[src/rtl/fifo_stream_reader.sv]
// rtl/fifo_stream_reader.sv - read-side adapter turning a latency-1 FIFO into a valid/ready stream
//
// Purpose:
//   Sits directly after a non-lookahead sync_fifo. Issues fifo_rd_en from
//   registered state only, captures each word one cycle after its read,
//   and presents it from a 3-entry holding buffer on a valid/ready stream.
//
// Ports:
//   clk         in   rising-edge clock
//   rst         in   synchronous active-low reset
//   fifo_empty  in   FIFO empty flag
//   fifo_data   in   FIFO read data, valid the cycle after fifo_rd_en
//   fifo_rd_en  out  FIFO read enable
//   flush       in   synchronous discard of buffered and in-flight words
//   out_data    out  stream data (buffer head)
//   out_valid   out  stream valid
//   out_ready   in   stream ready from consumer
//   rd_count    out  number of accepted stream handshakes (wrapping)

module fifo_stream_reader #(
    parameter int DATA_WIDTH = 32,
    parameter int CNT_WIDTH  = 16
) (
    input  logic                  clk,
    input  logic                  rst,
    input  logic                  fifo_empty,
    input  logic [DATA_WIDTH-1:0] fifo_data,
    output logic                  fifo_rd_en,
    input  logic                  flush,
    output logic [DATA_WIDTH-1:0] out_data,
    output logic                  out_valid,
    input  logic                  out_ready,
    output logic [CNT_WIDTH-1:0]  rd_count
);

    localparam int DEPTH = 3;

    // Holding buffer state
    logic [DATA_WIDTH-1:0] r_buf [DEPTH];
    logic [1:0]            r_wr_ptr;
    logic [1:0]            r_rd_ptr;
    logic [1:0]            r_occ;
    logic                  r_inflight;
    logic [CNT_WIDTH-1:0]  r_rd_count;

    logic [2:0]            w_level;
    logic                  w_room;
    logic                  w_rd_en;
    logic                  w_push;
    logic                  w_pop;
    logic [1:0]            w_occ_next;
    logic [1:0]            w_wr_ptr_next;
    logic [1:0]            w_rd_ptr_next;

    // Circular pointer advance over three entries: 0 -> 1 -> 2 -> 0.
    function automatic logic [1:0] ptr_inc(input logic [1:0] p);
        ptr_inc = (p == 2'd2) ? 2'd0 : p + 2'd1;
    endfunction

    // Words already held plus the one that may arrive next edge. Issuing
    // only while this is at most 2 guarantees every in-flight word has a
    // slot, so the read path never needs to look at out_ready.
    assign w_level = {1'b0, r_occ} + {2'b00, r_inflight};
    assign w_room  = (w_level <= 3'd2);
    assign w_rd_en = rst & ~flush & ~fifo_empty & w_room;

    assign w_push = r_inflight;
    assign w_pop  = out_valid & out_ready;

    assign w_wr_ptr_next = w_push ? ptr_inc(r_wr_ptr) : r_wr_ptr;
    assign w_rd_ptr_next = w_pop  ? ptr_inc(r_rd_ptr) : r_rd_ptr;

    always_comb begin
        w_occ_next = r_occ;
        case ({w_push, w_pop})
            2'b10:   w_occ_next = r_occ + 2'd1;
            2'b01:   w_occ_next = r_occ - 2'd1;
            default: w_occ_next = r_occ;
        endcase
    end

    always_ff @(posedge clk) begin
        if (!rst) begin
            r_wr_ptr   <= 2'd0;
            r_rd_ptr   <= 2'd0;
            r_occ      <= 2'd0;
            r_inflight <= 1'b0;
            r_rd_count <= '0;
            for (int i = 0; i < DEPTH; i++) begin
                r_buf[i] <= '0;
            end
        end else begin
            // A handshake in a flush cycle was already seen by the consumer,
            // so it is counted even though the buffer is being discarded.
            if (w_pop) begin
                r_rd_count <= r_rd_count + 1'b1;
            end

            if (flush) begin
                // Word on fifo_data this cycle is dropped by not capturing it.
                r_wr_ptr   <= 2'd0;
                r_rd_ptr   <= 2'd0;
                r_occ      <= 2'd0;
                r_inflight <= 1'b0;
            end else begin
                r_inflight <= w_rd_en;
                r_wr_ptr   <= w_wr_ptr_next;
                r_rd_ptr   <= w_rd_ptr_next;
                r_occ      <= w_occ_next;
                if (w_push) begin
                    r_buf[r_wr_ptr] <= fifo_data;
                end
            end
        end
    end

    // No bypass: data is always presented from the buffer head.
    assign fifo_rd_en = w_rd_en;
    assign out_valid  = (r_occ != 2'd0);
    assign out_data   = r_buf[r_rd_ptr];
    assign rd_count   = r_rd_count;

endmodule
[config.mk]
export PLATFORM = sky130hd
export DESIGN_NAME = fifo_stream_reader
export DESIGN_NICKNAME = d
export VERILOG_FILES = /design/src/rtl/fifo_stream_reader.sv
export SDC_FILE = /design/constraint.sdc
export NUM_CORES = 1
export LEC_CHECK = 0
export ABC_CLOCK_PERIOD_IN_PS = 4100
export CORE_ASPECT_RATIO = 0.6
export CORE_UTILIZATION = 55
export CTS_CLUSTER_DIAMETER = 80
export DETAILED_ROUTE_END_ITERATION = 10
export MAX_ROUTING_LAYER = met4
export PLACE_DENSITY_LB_ADDON = 0.2
export RECOVER_POWER = 25
export SYNTH_ARGS = -nofsm -noshare
export SYNTH_HDL_FRONTEND = slang
export SYNTH_SLANG_ARGS = --single-unit
[constraint.sdc]
create_clock -name clk -period 4.1 [get_ports clk]
set_clock_uncertainty 0.05 [all_clocks]
set_input_delay 0.615 -clock clk [delete_from_list [all_inputs] [get_ports clk]]
set_output_delay 0.615 -clock clk [all_outputs]
set_load 0.01 [all_outputs]
# [Word-level counts from Yosys, hierarchy flattened]
# Memories as Yosys holds them, arrays and structs flattened. A register that Yosys moved wholly into a read port is not among the register bits.
# Index checks and enable logic that the tools add are counted.
[totals] reg_bits=23 input_bits=37 word_cells=41 mem_bits_rw=96 output_inout_bits=50 n_memories=1
[op_classes] n_bitwise=7 add_sub_neg=6 mux=13 order_cmp=1 reduce_logical=4 eq_ne=4
[memory_table] memory="r_buf" depth=3 word_bits=32 read_ports=1 rd_ports_with_merged_regs=1 wr=3 line_no="39" text="logic [DATA_WIDTH-1:0] r_buf [DEPTH];"
[op_table] op="two-way mux 32 bit" n=1
[op_table] op="OR reduction 32 bit" n=1
[op_table] op="adder 16 x 1 -> 16 bit, second input constant" n=1
[op_table] op="two-way mux 2 bit" n=5
[op_table] op="adder 2 x 1 -> 2 bit, second input constant" n=3
[op_table] op="equality test 2 bit, second input constant" n=3
[op_table] op="two-way mux 1 bit" n=6
[op_table] op="bitwise AND 1 bit" n=4
[op_table] op="one-hot mux 2 bit (2 select lines)" n=1
[op_table] op="nonzero test 2 bit" n=2
[op_table] op="adder 2 x 1 -> 3 bit" n=1
[op_table] op="less-or-equal comparator 3 x 2 -> 1 bit, second input constant" n=1
[op_table] op="inverter 1 bit" n=3
[op_table] op="equality test 2 x 1 -> 1 bit, second input constant" n=1
[op_table] op="OR reduction 2 bit" n=1
[op_table] op="subtractor 2 x 1 -> 2 bit, second input constant" n=1

# [Logic depth before layout (Yosys ltp)]
# Gate-level depths: netlist of run 1.
[depth] word_depth=6 mapped_depth=6 mapped_depth_nobuf=6

# [Worst setup path after synthesis of run 1]
# OpenSTA, ideal clock, no wires.
[synth_timing] path_type="reg2reg" from="reg r_inflight" to="mem r_buf[1][0], enable pin" setup_time_ps=466 arrival_ps=2962 stages_incl_launch_ff=4 required_time_ps=3584 setup_slack_ps=623 synth_period_minus_slack_ps=3477 n_path_buf=0 cell_sequence="dfxtp_1 -> nor2b_1 -> nand2_1 -> o21ai_0"
[synth_lines] element="from (decl)" line_no="43" text="logic r_inflight;"
[synth_lines] element="from (signal assigned)" line_no="106" text="r_inflight <= w_rd_en;"
[synth_lines] element="to (decl)" line_no="39"

# [Worst setup path in the final report of run 1]
[layout_timing] from="in rst" to="out fifo_rd_en"
[layout_via] elab_chain_cells=3
[layout_lines] element="from (decl)" line_no="25" text="input logic rst,"
[layout_lines] element="bitwise AND 1 bit (3 in series)" line_no="65" text="assign w_rd_en = rst & ~flush & ~fifo_empty & w_room;"
[layout_lines] element="to (decl)" line_no="28" text="output logic fifo_rd_en,"
# Every way passes these cells.

==> key figures, run 1 <==
Yosys
  • YS warnings: 0
  • Cells after Synth: 406
  • Yosys reg bits: 153
  • Most common flop cell mapped by yosys: edfxtp_1
  • Synthesized area per cell: 15.93 um^2
  • Ys async rst share: 0
  • Post-Syn Area: 6466 um^2
  • Syn Nets: 448
  • Sequential area share after synthesis: 0.6718
  • Unique masters post-synth: 36
  • Number of synthesized flops with an enable pin: 128

GRT
  • Grt met2 use: 0.3538
  • Gr usage total: 0.2346
  • GRT met1 Usage: 0.3189
  • First-pass GRT wire length: 19990 um
  • Number of global-route vias before repair: 3759
  • Gr busiest metal: met2
  • Initial antenna violation count: 0
  • Global-route met3 utilization: 0.05360
  • Total grt overflow: 0
  • Largest net degree at the start of global routing: 33

Worst setup path
  • Worst path cell trace: dlygate4sd3_1 -> nand2b_1 -> clkbuf_1 -> nor3_1 -> clkdlybuf4s50_1
  • CP Capture Type: primary output
  • Data required, critical path: 3430 ps
  • Crit-path max cell delay: 640 ps
  • Slowest CP cell: dlygate4sd3_1
  • Critical Path Fanout Max: 12
  • Reg-to-Reg End: r_buf[1][19]
  • Setup crit end: fifo_rd_en
  • Critical path launch point type: input pin
  • Crit path kind: input pin to primary output
  • R2r setup slk: 1250 ps
  • RR Startpoint: r_inflight
  • Reg2reg path depth: 4
  • Crit path launch: rst
  • Crit path DAT: 2620 ps

Timing
  • Slew Limit Fails: 16
  • Slew margin rel.: -0.04173
  • Final Critical Period: 3281 ps
  • Final setup fails: 0
  • Tcrit/Tclk final: 0.8002
  • Setup TNS: 0 ps
  • Achievable Freq: 304.8 MHz
  • RSZ-0062 raised after global routing: false
  • Worst-margin pin slew: 1552 ps
  • Fin. Hold Viols: 0
  • Min Hold Slack: 444.9 ps

Power and ir drop
  • Worst vdd ir: 0.0002992 V
  • P_leak: 0.002879 uW
  • Cell area power density: 424.0 nW/um^2

Die
  • Core area: 11370 um^2
  • Die Y: 85.99 um
  • Io pins: 87
  • Die Area: 12210 um^2
  • Site Rows: 30
  • Die width: 142.0 um
  • Initial core utilization: 0.5685

Clocking
  • CTS H-Tree Depth: 4
  • Clock Pin Slew Worst Setup and Hold Paths: 60 ps
  • Total CTS buffers: 17
  • Root buf cell: clkbuf_16
  • Setup bufs post-CTS: 0
  • Post_cts resized: 0
  • Clk sinks: 153
  • Post-CTS Hold Buffers: 0
  • Clock Path Buffers: 2
  • Latest clock arrival within the worst-skew pair: 420 ps
  • CTS tree: yes

Run status
  • Violated checks: max-capacitance violations, max-slew violations
  • Status: finished, violations left

Final layout
  • Share of cells above drive strength 1: 0.1531
  • Diode count: 0
  • Area Growth Syn to Fin: 25.54%
  • Final std cells w/o fill: 676
  • Final #Nets: 545
  • Commonest non-fill, non-tap cells in the layout: edfxtp_1, and2_1, clkdlybuf4s50_1
  • Fin util: 0.7138
  • Fillers: 743
  • Commonest non-fill, non-tap cell in the layout: edfxtp_1

Route
  • Iteration count of the initial detailed-routing pass: 5
  • Final wirelength: 12620 um
  • DRC Markers: 0
  • Via count: 3719
  • ANT nets after route: 0
  • Routed WL per cell: 18.67 um
  • 1st-iter DRT viols: 261
  • Vias per cell: 5.501

Min path
  • Hold Path Class: flop to flop
  • Min-delay src: rd_count[13]
  • Hold Path Depth: 2

Place
  • Number of I/O port buffers: 86
  • Post-Place Cells: 644
  • Detailed placement HPWL: 7791 um
  • Final GP Congestion: 0.7382

Job
  • Max-Cap Viols: 1
[cells by family after synthesis]
| group | after synthesis | synth area share |
|---|---|---|
| AND/OR/NAND/NOR | 162 | 0.1540 |
| flip-flops | 153 | 0.6718 |
| multiplexers | 38 | 0.1207 |
| buffers and inverters | 24 | 0.01529 |
| AO/OA/AOI/OAI | 13 | 0.01354 |
| XOR/XNOR | 11 | 0.01490 |
| adder cells (fa/ha/maj) | 5 | 0.009675 |
[area by class of cell]
type                    count  area [um^2]  area share
flip-flops and latches    153         4347      0.5354
multi-input cells         229         2033      0.2505
repair buffers             97        932.1      0.1148
clock buffers              19        432.9     0.05333
well taps                 160        200.2     0.02466
clock inverters            13        153.9     0.01896
inverters                   5        18.77    0.002312
[critical path: cells and delay by family]
| kind | cells | cell delay (ps) |
|---|---|---|
| buffers and inverters | 3 | 1780 |
| and+or+nand+nor | 2 | 220 |
[state kept, by name, summed over array words and instances, names as in the netlist, named ones only]
register and flops:
r_buf 128, rd_count 16, r_occ 2, r_rd_ptr 2
r_wr_ptr 2, r_inflight 1
[worst min-delay path by stage]
stage,endpoint,slack [ps]
floorplan,rd_count[15],440
global placement,rd_count[15],410
detailed placement,rd_count[13],430
CTS,rd_count[13],450
global route,rd_count[13],470
finish,rd_count[13],440
[metal layers]
| layer | up-vias | share of wire |
|---|---|---|
| li1 | 1697 | - |
| met1 | 1873 | 0.45 |
| met2 | 131 | 0.48 |
| met3 | 18 | 0.061 |
| met4 | 0 | 0.011 |
| met5 | - | 0 |
[synth_stat cells, types with 2 or more instances]
cell	instances	share of area
o21ai_0	3	0.0023
inv_1	5	0.0029
nor2_1	6	0.0035
clkbuf_1	13	0.0075
nand2b_1	7	0.0068
mux2i_1	6	0.0093
dfxtp_1	25	0.077
mux4_2	32	0.11
and2_1	106	0.10
ha_1	5	0.0097
nand3_1	4	0.0031
buf_2	4	0.0031
nor2b_1	2	0.0019
nor3_1	5	0.0039
nand4_1	4	0.0039
a21oi_1	5	0.0039
nand2_1	15	0.0087
xnor2_1	9	0.012
edfxtp_1	128	0.59
or3_1	2	0.0019
and3_1	2	0.0019
nor4_4	2	0.0066
and4_1	2	0.0027
xor2_1	2	0.0027
[metrics by stage]
step / area [um^2] / setup slack, ps / power (uW)
global placement: 7562 / 1187 / 1926
finish: 8118 / 819.2 / 3442
floorplan: 6466 / 622.6 / 1825
global route: 8118 / 685.8 / 3540
CTS: 8149 / 847.6 / 3470
detailed placement: 7562 / 1185 / 1931
[report_power, final]
group          switching [uW]  internal (uW)  total, uW
Sequential               13.0           1720       1730
Combinational            75.2           82.0        157
Clock                     600            952       1550
Total                     688           2750       3440
(Power assumes the default switching activity.)
==> inputs of run 2 (changes only) <==
ABC_CLOCK_PERIOD_IN_PS = 2700   (was 4100)
CORE_UTILIZATION = 49   (was 55)
clock period = 2.7 ns   (was 4.1 ns; I/O delays follow)
==> run 2 against run 1 <==
Net effect: the run now ends clean; global-route usage shrank 2.3 points; final cell count grew 2.5%; largest cell class unchanged; worst hold slack lost 5.0 ps; critical endpoint is now out_data[24]; setup slack lost 700 ps; cell area grew 1.2%.
==> key figures, run 2 (synthesized netlist as in run 1, its figures left out) <==
Place
  • Detailed placement HPWL: 8207 um (was 7791 um)
  • Number of I/O port buffers: 86 (unchanged)
  • Final GP Congestion: 0.7654 (was 0.7382)
  • Post-Place Cells: 660 (was 644)

Final layout
  • Fin util: 0.6395 (was 0.7138)
  • Area Growth Syn to Fin: 27.11% (was 25.54%)
  • Commonest non-fill, non-tap cell in the layout: edfxtp_1 (unchanged)
  • Seq. cell area: 4348 um^2 (was 4347 um^2)
  • Share of cells above drive strength 1: 0.1686 (was 0.1531)
  • Biggest register: r_buf (unchanged)
  • Commonest non-fill, non-tap cells in the layout: edfxtp_1, and2_1, clkdlybuf4s50_1 (unchanged)
  • Fillers: 969 (was 743)
  • Final std cells w/o fill: 693 (was 676)
  • Max FFs per register: 128 (unchanged)
  • Final #Nets: 551 (was 545)
  • Multi-input logic area: 2029 um^2 (was 2033 um^2)

Clocking
  • Clock Pin Slew Worst Setup and Hold Paths: 60 ps (about the same)
  • Clk sinks: 153 (unchanged)
  • Root buf cell: clkbuf_16 (unchanged)
  • Latest clock arrival within the worst-skew pair: 410 ps (was 420 ps)
  • Clock Path Buffers: 2 (unchanged)
  • CTS tree: yes (unchanged)
  • Total CTS buffers: 17 (unchanged)
  • CTS H-Tree Depth: 4 (unchanged)

Route
  • Vias per cell: 5.271 (was 5.501)
  • ANT nets after route: 0 (unchanged)
  • Via count: 3653 (was 3719)
  • DRC Markers: 0 (unchanged)
  • Routed WL per cell: 18.53 um (was 18.67 um)
  • 1st-iter DRT viols: 156 (was 261)
  • Iteration count of the initial detailed-routing pass: 4 (was 5)
  • Final wirelength: 12840 um (was 12620 um)

Timing
  • Final setup fails: 0 (unchanged)
  • Slew margin rel.: 0.3640 (was -0.04173)
  • Fin. Hold Viols: 0 (unchanged)
  • Tcrit/Tclk final: 0.9557
  • Setup TNS: 0 ps (unchanged)
  • Slew Limit Fails: 0 (was 16)
  • Achievable Freq: 387.5 MHz
  • Final Critical Period: 2580 ps
  • RSZ-0062 raised after global routing: false (unchanged)
  • Worst-margin pin slew: 944.0 ps (was 1552 ps)

GRT
  • First-pass GRT wire length: 20290 um (was 19990 um)
  • Total grt overflow: 0 (unchanged)
  • Largest net degree at the start of global routing: 33 (unchanged)
  • Gr usage total: 0.2118 (was 0.2346)
  • Initial antenna violation count: 1 (was 0)
  • Number of global-route vias before repair: 3802 (was 3759)

Die
  • Die Y: 90.98 um (was 85.99 um)
  • Site Rows: 32 (was 30)
  • Core area: 12850 um^2 (was 11370 um^2)
  • Io pins: 87 (unchanged)
  • Initial core utilization: 0.5031 (was 0.5685)
  • Die Area: 13670 um^2 (was 12210 um^2)
  • Die width: 150.3 um (was 142.0 um)

Min path
  • Hold Path Class: flop to flop (unchanged)

Worst setup path
  • Critical Path Fanout Max: 13 (was 12)
  • Crit path kind: flop to primary output (was input pin to primary output)
  • Slowest CP cell: mux4_2 (was dlygate4sd3_1)
  • Worst path cell trace: buf_4 -> mux4_2 -> clkdlybuf4s50_1 (was dlygate4sd3_1 -> nand2b_1 -> clkbuf_1 -> nor3_1 -> clkdlybuf4s50_1)
  • Data required, critical path: 2250 ps (was 3430 ps)
  • Crit path DAT: 2130 ps (was 2620 ps)
  • CP Capture Type: primary output (unchanged)
  • Critical path launch point type: flop (was input pin)
  • Crit-path max cell delay: 580 ps (was 640 ps)

Power and ir drop
  • Worst vdd ir: 0.0004136 V (was 0.0002992 V)
  • Cell area power density: 641.5 nW/um^2 (was 424.0 nW/um^2)
  • P_leak: 0.002925 uW (was 0.002879 uW)

Run status
  • Status: completed (was finished, violations left)

Job
  • Max-Cap Viols: 0 (was 1)
## run 2: power breakdown
part	switching (uW)	total, uW	internal (uW)
Combinational	117	246	129
Clock	944	2400	1450
Sequential	18.5	2630	2610
## run 2: cell type report
class,instances,area share
Sequential cell,153,0.5290
Multi-Input combinational cell,229,0.2469
Timing Repair Buffer,103,0.1224
Clock buffer,17,0.05176
Tap cell,170,0.02588
Clock inverter,15,0.02146
Inverter,5,0.002283
Antenna cell,1,0.0003045
## run 2: final timing paths
kind	start	endpoint	slack (ps)	depth (start not counted)
setup / recovery	flop	out_data[24]	120	3
hold / removal	rd_count[11]	rd_count[11]	440	2
setup reg to reg	r_occ[1]	r_occ[1]	370	5
hold reg to reg	rd_count[11]	rd_count[11]	440	2
## run 2: per-layer routing
layer	GRT usage	up-vias	wire length, um	share of wire
met5	-	-	0	0
met4	0.05387	0	111	0.0086
met3	0.05779	9	617	0.048
met2	0.3180	83	6118	0.48
met1	0.2870	1852	5991	0.47
li1	-	1709	-	-
## run 2: per-stage QoR
step | power [uW] | worst slack [ps] | instance area [um^2] | hold WS [ps]
2_1_floorplan | 2771 | 58.32 | 6466 | 434.3
3_3_place_gp | 2930 | 274.4 | 7645 | 404.0
3_5_place_dp | 2938 | 338.9 | 7645 | 432.8
4_1_cts | 5333 | 54.80 | 8248 | 442.2
5_1_grt | 5431 | 27.19 | 8219 | 470.5
6_report | 5273 | 119.5 | 8219 | 439.9
## run 2: what timing repair did
item,CTS,global route
endpoints found under the setup margin,1,1
hold buffers,0,0
buffers inserted,0,0
cloned,0,0
gates resized for setup,1,1
## run 2: critical path, delay by kind of cell (launching register included)
kind,cells,cell delay [ps]
buffers and inverters,2,790
DFF,1,350
muxes,1,580
==> inputs of run 3 (changes only) <==
CAP_MARGIN = 20   (was default)
==> results of run 3 <==
The final DEF is identical to that of run 2; final timing and power are the same.
==> RTL change, RTL diff (config.mk and constraints of run 3) <==
Set the localparam `DEPTH` to 5 (it was 3).
--- a/src/rtl/fifo_stream_reader.sv
+++ b/src/rtl/fifo_stream_reader.sv
@@ -35,3 +35,3 @@
 
-    localparam int DEPTH = 3;
+    localparam int DEPTH = 5;
 
Check against the original RTL: same outputs for any inputs over 4 cycles, from zero or initial values and one cycle with rst low; that may be too few to reach the edited logic, so the function may still have changed.
==> RTL change against run 3 <==
- power shrank 1.4%
- final area rose by 1.9%
- critical path depth up 3
- routed wire length up 10%
- area after synthesis rose by 3.7%
- synthesized cell count increased by 11%
- via count grew 9.1%
- setup slack better by 0.0090 ns
- sequential cell count unchanged
==> RTL change: results (changes against run 3) <==
* Placed cell area at 7874 um^2 (+3.0%)
* Syn_nets at 492 (+9.8%)
* Final Non-Filler Cells at 733 (+5.8%)
* Sequential share of the synthesized area at 0.6480 (-0.02382)
* Highest-delay cell along the critical path: clkdlybuf4s50_1
* Mapped Cells at 450 (+11%)
* Max incr delay on CP at 0.57 ns
* Pint at 4088 uW (-2.5%)
* First-pass GRT wire length at 22.32 mm (+10%)
* Number of global-route vias before repair at 4,056 (+6.7%)
* Status: finished clean
* Hold WS at 0.4206 ns (-0.01937 ns)
* Pre-CTS setup slack at 0.3150 ns (-0.02390 ns)
* Worst Hold End: rd_count[15]
* Distinct cell type count after synthesis at 34 (-5.6%)
* Wl on met1 at 6.549 mm (+9.3%)
* Asr flop ratio synth at 0 (unchanged)
* Largest net degree at the start of global routing at 35 (+6.1%)
* Synth area leaders: edfxtp_1 (57%), mux4_2 (11%), and2_1 (9.0%), dfxtp_1 (7.5%), and3_1 (3.2%)
* Routing usage on met3 at 0.05054 (-0.007251)
* R2R Path End: r_buf[1][17]
* Routability congestion estimate at 0.7471 (-2.4%)
* Final worst slack at 0.1285 ns (+0.009002 ns)
* Max-slew headroom at 0.5140 (+0.1499)
* Met1 usage at 0.3029 (+0.01585)
* P_leak at 0.003155 uW (+7.9%)
* Final wirelength at 14.17 mm (+10%)
* VDD IR max at 0.3348 mV (-19%)
* CTS H-tree lvls at 4 (unchanged)
* Cell total after placement at 701 (+6.2%)
* Initial drt markers at 208 (+33%)
* CP max FO at 6 (-7)
* Share of layout cells above drive strength 1 at 0.1634 (-0.005172)
* Met3 WL at 1.024 mm (+66%)
* Max FFs per register at 128 (unchanged)
* Vias per cell at 5.439 (+3.2%)
* Worst Setup EP: fifo_rd_en
* Nets at 592 (+7.4%)
* Initial antenna violation count at 0 (-1)
* Met2 Track Usage GR at 0.3284 (+0.01039)
* Hold Crit Start: rd_count[15]
* Routed wl met2 at 6.530 mm (+6.7%)
* Commonest cells in the netlist: edfxtp_1 (128), and2_1 (96), and3_1 (34), mux4_2 (32), dfxtp_1 (25)
* Root Driver: clkbuf_16
* Post-DP HPWL at 8.734 mm (+6.4%)
* N_diodes at 0 (-1)
* R2r startpoint: r_inflight
* FF-to-FF setup slack at 0.71 ns (+0.34 ns)
* GRT Util Overall at 0.2207 (+0.008953)
* Largest Register: r_buf
* # port buffers at 86 (unchanged)
* Hold path cells at 2 (unchanged)
## RTL change: cell types whose count changed after synthesis, moves of 9 or more
cell      change
and2_1       -10
and3_1       +32
clkbuf_2      +9
nor2_1       +16
## RTL change: power by group through the flow
stage	clock [uW]	combinational [uW]	sequential (uW)
floorplan	0	106	2690
global placement	0	274	2690
detailed placement	0	277	2700
CTS	2330	279	2650
global route	2410	291	2650
finish	2280	273	2650
## RTL change: cell type report
type                    instances  area (um^2)
flip-flops and latches        153         4349
inverters                       7        26.28
well taps                     170        212.7
clock inverters                11        81.33
clock buffers                  21        493.0
fillers                       939         4718
repair buffers                108         1033
multi-input cells             263         2178
## RTL change: kinds of logic (layout without fill, tap and decap cells)
kind of cell	after synthesis	after routing	share of synthesized area
buf+inv	34	147	0.02277
simple gates	197	197	0.1762
compound gates	11	11	0.01195
flops	153	153	0.6480
fa+ha+maj	5	5	0.009332
xor+xnor	14	14	0.01829
mux	36	36	0.1135
